## src/rtl/strip_mem_arbiter_if.sv

```systemverilog
// strip_mem_arbiter_if
// Bundles the strip-driver request side and the frame-buffer RAM side of the
// strip memory arbiter.
//
// Handshake: a strip holds req[i] high with its local index on addr[i]. The
// arbiter answers with a single-cycle rdy[i] pulse, and data is valid in that
// same cycle. There is no backpressure on rdy. The driver clears req[i] on the
// edge after it sees rdy[i]. On the RAM side, ram_en is a one-cycle read strobe
// with ram_addr. ram_data is valid exactly RAM_LATENCY cycles later.
//
// Signals:
//   req      strip -> arbiter  per-strip read request
//   addr     strip -> arbiter  packed local addresses, strip i at [i*AW +: AW]
//   rdy      arbiter -> strip  per-strip one-cycle ready pulse
//   data     arbiter -> strip  shared read byte
//   ram_en   arbiter -> RAM    read strobe
//   ram_addr arbiter -> RAM    physical read address
//   ram_data RAM -> arbiter    read byte
//
// Modports: slave is the arbiter's view; master is the environment's view
// (strips plus RAM).
interface strip_mem_arbiter_if #(
    parameter int NUM_STRIPS    = 4,
    parameter int ADDRESS_WIDTH = 13
);
    logic [NUM_STRIPS-1:0]               req;
    logic [NUM_STRIPS*ADDRESS_WIDTH-1:0] addr;
    logic [NUM_STRIPS-1:0]               rdy;
    logic [7:0]                          data;
    logic                                ram_en;
    logic [ADDRESS_WIDTH-1:0]            ram_addr;
    logic [7:0]                          ram_data;

    modport slave (
        input  req, addr, ram_data,
        output rdy, data, ram_en, ram_addr
    );

    modport master (
        output req, addr, ram_data,
        input  rdy, data, ram_en, ram_addr
    );
endinterface

```

## src/rtl/strip_mem_arbiter.sv

```systemverilog
// strip_mem_arbiter
// Round-robin arbiter that shares one synchronous frame-buffer read port among
// NUM_STRIPS LED strip drivers. Each grant translates the strip's local index
// to BASE_ADDRESS + strip*STRIP_STRIDE + index (mod 2^ADDRESS_WIDTH). It then
// issues one RAM read and returns the byte with a one-cycle rdy pulse. Only one
// transaction is ever outstanding.
//
// Ports:
//   clk        clock, rising edge
//   rst        synchronous active-high reset
//   bus        strip_mem_arbiter_if.slave (req/addr/rdy/data, ram_*)
//   busy       high whenever the FSM is not in IDLE
//   grant_idx  strip being served or last served
//   state_dbg  current FSM state encoding (IDLE=0, ISSUE=1, WAIT=2, RESP=3)
//
// Timing: for a request sampled in IDLE at cycle T, ram_en is high in T+1.
// rdy and data are valid in T+2+RAM_LATENCY, and the FSM is back in IDLE at
// T+3+RAM_LATENCY. All outputs are registered.
module strip_mem_arbiter #(
    parameter int NUM_STRIPS    = 4,
    parameter int ADDRESS_WIDTH = 13,
    parameter int STRIP_STRIDE  = 9,
    parameter int BASE_ADDRESS  = 0,
    parameter int RAM_LATENCY   = 1,
    localparam int GW = (NUM_STRIPS > 1) ? $clog2(NUM_STRIPS) : 1
) (
    input  logic                   clk,
    input  logic                   rst,
    strip_mem_arbiter_if.slave     bus,
    output logic                   busy,
    output logic [GW-1:0]          grant_idx,
    output logic [1:0]             state_dbg
);
    // The wait counter only has to hold RAM_LATENCY-1.
    localparam int CW = (RAM_LATENCY > 1) ? $clog2(RAM_LATENCY) : 1;

    typedef enum logic [1:0] {
        IDLE  = 2'd0,
        ISSUE = 2'd1,
        WAIT  = 2'd2,
        RESP  = 2'd3
    } state_t;

    state_t                   state, state_next;
    logic [GW-1:0]            last;
    logic [CW-1:0]            cnt;
    logic [GW-1:0]            win_idx;
    logic [ADDRESS_WIDTH-1:0] win_addr;
    logic [ADDRESS_WIDTH-1:0] phys;

    logic                     ram_en_q;
    logic [ADDRESS_WIDTH-1:0] ram_addr_q;
    logic [7:0]               data_q;
    logic [NUM_STRIPS-1:0]    rdy_q;
    logic                     busy_q;
    logic [GW-1:0]            grant_q;

    // Round-robin pick. Distance is measured from last+1, wrapping mod
    // NUM_STRIPS. The requesting strip with the smallest distance wins, so the
    // most recently served strip has the lowest priority.
    function automatic logic [GW-1:0] rr_pick(input logic [NUM_STRIPS-1:0] r,
                                              input logic [GW-1:0] l);
        logic [GW-1:0] pick;
        int            best_d;
        int            d;
        pick   = l;
        best_d = NUM_STRIPS;
        for (int j = 0; j < NUM_STRIPS; j++) begin
            d = j - int'(l) - 1;
            if (d < 0) d = d + NUM_STRIPS;
            if (r[j] && d < best_d) begin
                best_d = d;
                pick   = GW'(j);
            end
        end
        return pick;
    endfunction

    // Winner selection and address translation. Only meaningful in IDLE.
    always_comb begin
        win_idx  = rr_pick(bus.req, last);
        win_addr = '0;
        for (int j = 0; j < NUM_STRIPS; j++) begin
            if (GW'(j) == win_idx) win_addr = bus.addr[j*ADDRESS_WIDTH +: ADDRESS_WIDTH];
        end
        // Truncating each term to ADDRESS_WIDTH gives the required wrap.
        phys = ADDRESS_WIDTH'(BASE_ADDRESS)
             + ADDRESS_WIDTH'(int'(win_idx) * STRIP_STRIDE)
             + win_addr;
    end

    always_comb begin
        state_next = state;
        case (state)
            IDLE:    if (|bus.req) state_next = ISSUE;
            ISSUE:   state_next = WAIT;
            WAIT:    if (cnt == '0) state_next = RESP;
            RESP:    state_next = IDLE;
            default: state_next = IDLE;
        endcase
    end

    // State and all outputs are registered from the current state, so each
    // output changes on the same edge as the state it belongs to.
    always_ff @(posedge clk) begin
        if (rst) begin
            state      <= IDLE;
            last       <= GW'(NUM_STRIPS - 1);
            cnt        <= '0;
            grant_q    <= '0;
            ram_en_q   <= 1'b0;
            ram_addr_q <= '0;
            data_q     <= '0;
            rdy_q      <= '0;
            busy_q     <= 1'b0;
        end else begin
            state    <= state_next;
            busy_q   <= (state_next != IDLE);
            ram_en_q <= 1'b0;
            rdy_q    <= '0;
            case (state)
                IDLE: begin
                    if (|bus.req) begin
                        grant_q    <= win_idx;
                        ram_addr_q <= phys;
                        ram_en_q   <= 1'b1;
                    end
                end
                ISSUE: begin
                    cnt <= CW'(RAM_LATENCY - 1);
                end
                WAIT: begin
                    if (cnt == '0) begin
                        // ram_data is valid only in this cycle.
                        data_q <= bus.ram_data;
                        rdy_q  <= NUM_STRIPS'(1) << grant_q;
                    end else begin
                        cnt <= cnt - 1'b1;
                    end
                end
                RESP: begin
                    last <= grant_q;
                end
                default: ;
            endcase
        end
    end

    assign bus.ram_en   = ram_en_q;
    assign bus.ram_addr = ram_addr_q;
    assign bus.data     = data_q;
    assign bus.rdy      = rdy_q;
    assign busy         = busy_q;
    assign grant_idx    = grant_q;
    assign state_dbg    = state;
endmodule

```

## src/flat_wrapper.sv

```systemverilog
// flat-port wrapper written by rule: the top's interface ports become plain ports
module strip_mem_arbiter_flat 
#(
    parameter int NUM_STRIPS    = 4,
    parameter int ADDRESS_WIDTH = 13,
    parameter int STRIP_STRIDE  = 9,
    parameter int BASE_ADDRESS  = 0,
    parameter int RAM_LATENCY   = 1,
    localparam int GW = (NUM_STRIPS > 1) ? $clog2(NUM_STRIPS) : 1
)
  (clk, rst, busy, grant_idx, state_dbg, bus_req, bus_addr, bus_ram_data, bus_rdy, bus_data, bus_ram_en, bus_ram_addr);
  strip_mem_arbiter_if #(.NUM_STRIPS(NUM_STRIPS), .ADDRESS_WIDTH(ADDRESS_WIDTH)) bus_i ();
  input  logic clk;
  input  logic rst;
  output logic busy;
  output logic [GW-1:0] grant_idx;
  output logic [1:0] state_dbg;
  input wire logic [$bits(bus_i.req)-1:0] bus_req;
  input wire logic [$bits(bus_i.addr)-1:0] bus_addr;
  input wire logic [$bits(bus_i.ram_data)-1:0] bus_ram_data;
  output wire logic [$bits(bus_i.rdy)-1:0] bus_rdy;
  output wire logic [$bits(bus_i.data)-1:0] bus_data;
  output wire logic [$bits(bus_i.ram_en)-1:0] bus_ram_en;
  output wire logic [$bits(bus_i.ram_addr)-1:0] bus_ram_addr;
  assign bus_i.req = bus_req;
  assign bus_i.addr = bus_addr;
  assign bus_i.ram_data = bus_ram_data;
  assign bus_rdy = bus_i.rdy;
  assign bus_data = bus_i.data;
  assign bus_ram_en = bus_i.ram_en;
  assign bus_ram_addr = bus_i.ram_addr;
  strip_mem_arbiter #(.NUM_STRIPS(NUM_STRIPS), .ADDRESS_WIDTH(ADDRESS_WIDTH), .STRIP_STRIDE(STRIP_STRIDE), .BASE_ADDRESS(BASE_ADDRESS), .RAM_LATENCY(RAM_LATENCY)) u_core (.clk(clk), .rst(rst), .bus(bus_i), .busy(busy), .grant_idx(grant_idx), .state_dbg(state_dbg));
endmodule
```

## config.mk

```make
export PLATFORM = sky130hd
export DESIGN_NAME = strip_mem_arbiter_flat
export DESIGN_NICKNAME = d
export VERILOG_FILES = /design/src/rtl/strip_mem_arbiter_if.sv /design/src/rtl/strip_mem_arbiter.sv /design/src/flat_wrapper.sv
export SDC_FILE = /design/constraint.sdc
export NUM_CORES = 1
export LEC_CHECK = 0
export CORE_ASPECT_RATIO = 1.2
export CORE_MARGIN = 10
export CORE_UTILIZATION = 40
export CTS_BUF_LIST = sky130_fd_sc_hd__clkbuf_16
export DETAILED_ROUTE_END_ITERATION = 7
export MAX_ROUTING_LAYER = met4
export PLACE_DENSITY = 0.65
export SKIP_CTS_REPAIR_TIMING = 1
export SLEW_MARGIN = 5
export SYNTH_ARGS = -nofsm -noshare
export SYNTH_HDL_FRONTEND = slang
export SYNTH_SLANG_ARGS = --single-unit
```

## constraint.sdc

```tcl
create_clock -name clk -period 21.5 [get_ports clk]
set_input_delay 3.225 -clock clk [delete_from_list [all_inputs] [get_ports clk]]
set_output_delay 3.225 -clock clk [all_outputs]
set_load 0.02 [all_outputs]
```

==> flow_metrics.py, run 1 <==
metrics = {
    "status": {
        "status": "completed",
    },
    "timing": {
        "post-route-period-util_pct": 59.39,
        "hold_violations": 0,
        "worst_pin_slew_ns": 0.8070,
        "finClkSkew_ns": 0.003143,
        "relSlewSlack_pct": 46.00,
        "fin_ws_ns": 8.730,
        "fin_crit_ns": 12.77,
        "rsz0062_at_grt": "false",
        "slew_viol_final": 0,
        "fin_setup_tns_ns": 0,
        "fmax_ghz": 0.07831,
        "setup_violations": 0,
    },
    "floorplanning": {
        "start_util_pct": 40.98,
        "rows": 42,
        "core_area_um2": 11090,
        "ios": 97,
        "die_y_um": 136.8,
        "dieArea_um2": 16040,
        "die_x_um": 117.3,
    },
    "worst_hold_path": {
        "hp-class": "register to register",
    },
    "cts": {
        "cts.path.max_buffers": 2,
        "cts_tree": "yes",
        "clock_sinks": 33,
        "cts_root_buffer": "clkbuf_16",
        "numCtsBuffers": 5,
        "insertion_delay_ns": 0.27,
        "clk_pin_slew_ns": 0.05,
        "h-tree-depth": 2,
    },
    "synthesis": {
        "yosys.area_share.simple_pct": 18.97,
        "yosys_warnings": 0,
        "syn_area_per_cell_um2": 8.369,
        "synthesis.area_um2": 4544,
        "synth_mux_area_share_pct": 5.452,
        "ys.flop_type": "dfxtp_1",
        "synth_top_family_by_area": "adder cells",
        "synth_cell_types": 74,
        "yosys.area_share.xor_xnor_pct": 1.156,
        "synth-edff-count": 0,
        "yosysSeqAreaShare_pct": 14.54,
        "synthAdderAreaFrac_pct": 30.51,
        "async_flop_share_pct": 0,
        "synthCells": 543,
        "ys_ff_latch": 33,
        "synth-compound-area-share_pct": 25.41,
    },
    "critical_path": {
        "crit_family": "simple AND/OR/NAND/NOR gates",
        "critical_path_class": "primary input to register",
        "startpoint_type": "primary input",
        "cp.required_ns": 21.67,
        "crit_fanout": 19,
        "timing.critical_path.mode_cell": "nor2_1",
        "crit_buf_inv": 2,
        "setup.worst_path.end_class": "register",
        "critPathMaxStageDelay_ns": 0.64,
        "reg2reg_slack_ns": 11.22,
        "worst_path_max_delay_cell": "nor2_1",
        "arrival_ns": 12.94,
    },
    "detailed_routing": {
        "dr.pass1.iters": 4,
        "avgRoutedWirePerCell_um": 16.92,
        "vias": 4512,
        "ant_nets": 0,
        "routed_via_density": 5.469,
        "drt-total-wl_um": 13960,
        "dr.first_iter.drc_count": 173,
        "route.detailed.drc": 0,
    },
    "grt": {
        "grt_util_all_layers_pct": 17.08,
        "antenna_found_initial": 0,
        "grt_pass1_wl_um": 22450,
        "grt_pass1_vias": 4501,
        "overflow": 0,
        "grt_max_degree": 24,
    },
    "finish": {
        "final_util_pct": 53.45,
        "n_fill_cell": 1089,
        "drive_above_1_share_pct": 5.663,
        "area_delta_synth_final_pct": 30.42,
        "fin_nets": 845,
        "diodes": 0,
    },
    "flow_run": {
        "maxCapViolations": 0,
    },
    "place": {
        "dp_slack_ns": 8.599,
        "routabilityCongestion": 0.9245,
        "dp.final_hpwl_um": 11810,
        "io_buffer_count": 96,
    },
}
synth_stat cells (10+ instances only):
master / count / area (um^2)
clkbuf_1: 12 / 45.04
o21ai_0: 24 / 120.1
dfxtp_1: 33 / 660.6
mux2i_1: 15 / 150.1
a21o_1: 10 / 75.07
nor2_1: 43 / 161.4
ha_1: 106 / 1326
nand2_1: 38 / 142.6
a211oi_1: 13 / 97.59
inv_1: 28 / 105.1
a21oi_1: 43 / 215.2
nand4_1: 12 / 75.07
o22ai_1: 11 / 68.82
sequential cells by signal, indices dropped and copies added, names as in the netlist:
register             count
u_core.bus.rdy           4
u_core.bus.data          8
u_core.busy              1
u_core.last              2
u_core.bus.ram_en        1
u_core.grant_idx         2
u_core.state_dbg         2
u_core.bus.ram_addr     13
area by class of cell:
class / count / area [um^2] / area share (%)
inverter: 28 / 105.1 / 1.773
sequential: 33 / 660.6 / 11.15
tap: 154 / 192.7 / 3.251
multi-input combinational: 504 / 3850 / 64.96
clock buffer: 5 / 125.1 / 2.111
timing repair buffer: 98 / 975.9 / 16.47
clock inverter: 3 / 17.52 / 0.2955
through the flow:
step | cells | hold slack (ns) | cell area [um^2]
floorplan | 580 | 0.5345 | 4683
detailed placement | 817 | 0.4542 | 5784
global route | 825 | 0.4900 | 5927
finish | 825 | 0.4673 | 5927
CTS | 825 | 0.4640 | 5927
global placement | 817 | 0.4462 | 5784
kinds of logic (layout without fill, tap and decap cells):
logic type | count (synthesis) | count (layout)
and+or+nand+nor | 165 | 165
AOI/OAI and AO/OA | 162 | 162
adders and majority gates | 109 | 109
buffers and inverters | 43 | 134
DFF | 33 | 33
muxes | 23 | 23
xor gates and xnor gates | 6 | 6
other | 2 | 39
worst min-delay path, stage by stage, from the launching register on:
cell and delay, ns:
dfxtp_1 0.31, nand2_1 0.05, a21oi_1 0.05
final timing paths:
check / start / to / cells after the start
min: u_core.bus.ram_addr[0] / u_core.bus.ram_addr[0] / 2
min reg2reg: u_core.bus.ram_addr[0] / u_core.bus.ram_addr[0] / 2
max reg2reg: u_core.last[1] / u_core.bus.ram_addr[12] / 35
max: bus_req[0] / u_core.bus.ram_addr[12] / 33
cells in the final DEF, fill, tap and decap left out, types with 13 or more instances in the layout:
master | netlist | layout
o21ai_0 | 24 | 24
inv_1 | 28 | 28
mux2i_1 | 15 | 15
nand2_1 | 38 | 38
a211oi_1 | 13 | 13
ha_1 | 106 | 106
clkdlybuf4s50_1 | 0 | 96
nor2_1 | 43 | 43
conb_1 | 2 | 39
a21oi_1 | 43 | 43
dfxtp_1 | 33 | 33
metal layers:
layer  vias up  part of all wire (%)  track usage, %
met2       130                    51           31.60
met1      2102                    42           18.85
met3        22                   4.3           2.762
met4         0                   1.8           3.830
met5         -                     0               -
li1       2258                     -               -
Power of run 1 is not shown: default switching activity piles up to over one toggle a cycle in this logic, so the estimate is an artifact.
==> run 2: changes to the inputs <==
==> constraint.sdc (replaced) <==
create_clock -name clk -period 13.1 [get_ports clk]
set_input_delay 1.965 -clock clk [delete_from_list [all_inputs] [get_ports clk]]
set_output_delay 1.965 -clock clk [all_outputs]
set_load 0.02 [all_outputs]
==> run 2 against run 1 <==
Against the previous run: sequential cell count stayed put; die area did not move; register-to-register slack got worse by 8.5 ns; critical path depth stayed put; cell area increased by 0.80%; highest routed layer unchanged.
==> flow_metrics.py, run 2 (synthesis gave the netlist of run 1 again) <==
metrics = {
    "status": {
        "status": "completed",
    },
    "critical_path": {
        "crit_fanout": 19,
        "reg2reg_slack_ns": 2.77,
        "worst_path_max_delay_cell": "nor2_1",
        "critical_path_class": "primary input to register",
        "startpoint": "bus_req[0]",
        "setup.worst_path.end_class": "register",
        "reg2reg_to": "u_core.bus.ram_addr[12]",
        "crit_end": "u_core.bus.ram_addr[12]",
        "r2r-start": "u_core.last[1]",
        "cp.required_ns": 13.27,
        "r2r_cells": 35,
        "timing.critical_path.mode_cell": "nor2_1",
        "critPathMaxStageDelay_ns": 0.64,
        "arrival_ns": 11.78,
        "startpoint_type": "primary input",
    },
    "timing": {
        "relSlewSlack_pct": 45.89,
        "hold_violations": 0,
        "fin_setup_tns_ns": 0,
        "post-route-period-util_pct": 88.67,
        "slew_viol_final": 0,
        "fin_ws_ns": 1.484,
        "worst_pin_slew_ns": 0.8087,
        "rsz0062_at_grt": "false",
        "fin_crit_ns": 11.62,
        "fmax_ghz": 0.08609,
        "setup_violations": 0,
        "finClkSkew_ns": 0.003962,
    },
    "grt": {
        "top_usage_layer": "met2",
        "antenna_found_initial": 0,
        "grt_use_met1_pct": 19.52,
        "grt_use_met2_pct": 31.91,
        "grt_max_degree": 24,
        "grt_util_all_layers_pct": 17.22,
        "grt_pass1_wl_um": 22630,
        "grt_pass1_vias": 4540,
        "met3_usage_pct": 2.267,
        "overflow": 0,
    },
    "flow_run": {
        "maxCapViolations": 0,
    },
    "finish": {
        "area_delta_synth_final_pct": 31.47,
        "largest_reg_flops": 13,
        "seq_area_um2": 660.6,
        "n_fill_cell": 1072,
        "final_common_cell": "ha_1",
        "diodes": 0,
        "multi_input_area_um2": 3850,
        "final_cells": 825,
        "fin_nets": 845,
        "final_util_pct": 53.88,
        "drive_above_1_share_pct": 5.663,
        "final_cell_mix": "106 x ha_1, 96 x clkdlybuf4s50_1, 43 x nor2_1, 43 x a21oi_1, 39 x conb_1",
    },
    "detailed_routing": {
        "avgRoutedWirePerCell_um": 16.92,
        "vias": 4559,
        "route.detailed.drc": 0,
        "dr.pass1.iters": 5,
        "ant_nets": 0,
        "drt-total-wl_um": 13960,
        "dr.first_iter.drc_count": 227,
        "routed_via_density": 5.526,
    },
    "place": {
        "dp.final_hpwl_um": 11750,
        "numPlacedInstances": 817,
        "routabilityCongestion": 0.9252,
        "io_buffer_count": 96,
        "dp_slack_ns": 1.379,
    },
    "cts": {
        "insertion_delay_ns": 0.27,
        "cts_root_buffer": "clkbuf_16",
        "cts.path.max_buffers": 2,
        "clock_sinks": 33,
        "clk_pin_slew_ns": 0.05,
        "cts_tree": "yes",
        "h-tree-depth": 2,
        "numCtsBuffers": 5,
    },
    "floorplanning": {
        "dieArea_um2": 16040,
        "ios": 97,
        "die_y_um": 136.8,
        "start_util_pct": 40.98,
        "die_x_um": 117.3,
        "core_area_um2": 11090,
        "rows": 42,
    },
    "worst_hold_path": {
        "hp-class": "register to register",
        "min_from": "u_core.bus.ram_addr[0]",
    },
}
==> run 2: cell count changes in the layout (fill, tap and decap cells not counted) <==
cell / before / now
bufinv_16: 0 / 2
clkinv_2: 2 / 1
clkinvlp_4: 1 / 0
==> run 2: worst min-delay path by stage <==
stage | to | cells past startpoint | slack (ns)
after floorplan | u_core.bus.ram_addr[0] | 2 | 0.53
after global placement | u_core.bus.ram_addr[0] | 2 | 0.45
after detailed placement | u_core.bus.ram_addr[0] | 2 | 0.45
after CTS | u_core.bus.ram_addr[0] | 2 | 0.46
after global routing | u_core.bus.ram_addr[0] | 2 | 0.50
final | u_core.bus.ram_addr[0] | 2 | 0.47
==> run 2: cell type report <==
cell class,instances,area share [%]
Sequential cell,33,11.06
Timing Repair Buffer,98,16.34
Clock buffer,5,2.094
Inverter,28,1.759
Tap cell,154,3.225
Clock inverter,3,1.089
Multi-Input combinational cell,504,64.44
==> run 2: worst max-delay path: cells and delay by family <==
kind | cells | cell delay [ns]
buf+inv | 2 | 0.72
fa+ha+maj | 4 | 1.48
mux | 1 | 0.31
simple gates | 12 | 3.82
compound gates | 14 | 3.46
==> run 2: stage by stage <==
stage	cell area (um^2)	hold WS [ns]
after global routing	5974	0.5015
final	5974	0.4687
after floorplan	4683	0.5345
after detailed placement	5784	0.4542
after CTS	5974	0.4640
after global placement	5784	0.4462
==> run 2: metal layers <==
metal | vias up | routed length [um]
li1 | 2257 | -
met3 | 14 | 711
met2 | 154 | 7320
met4 | 0 | 138
met5 | - | 0
met1 | 2134 | 5789
Power of run 2 is left out for the same reason.
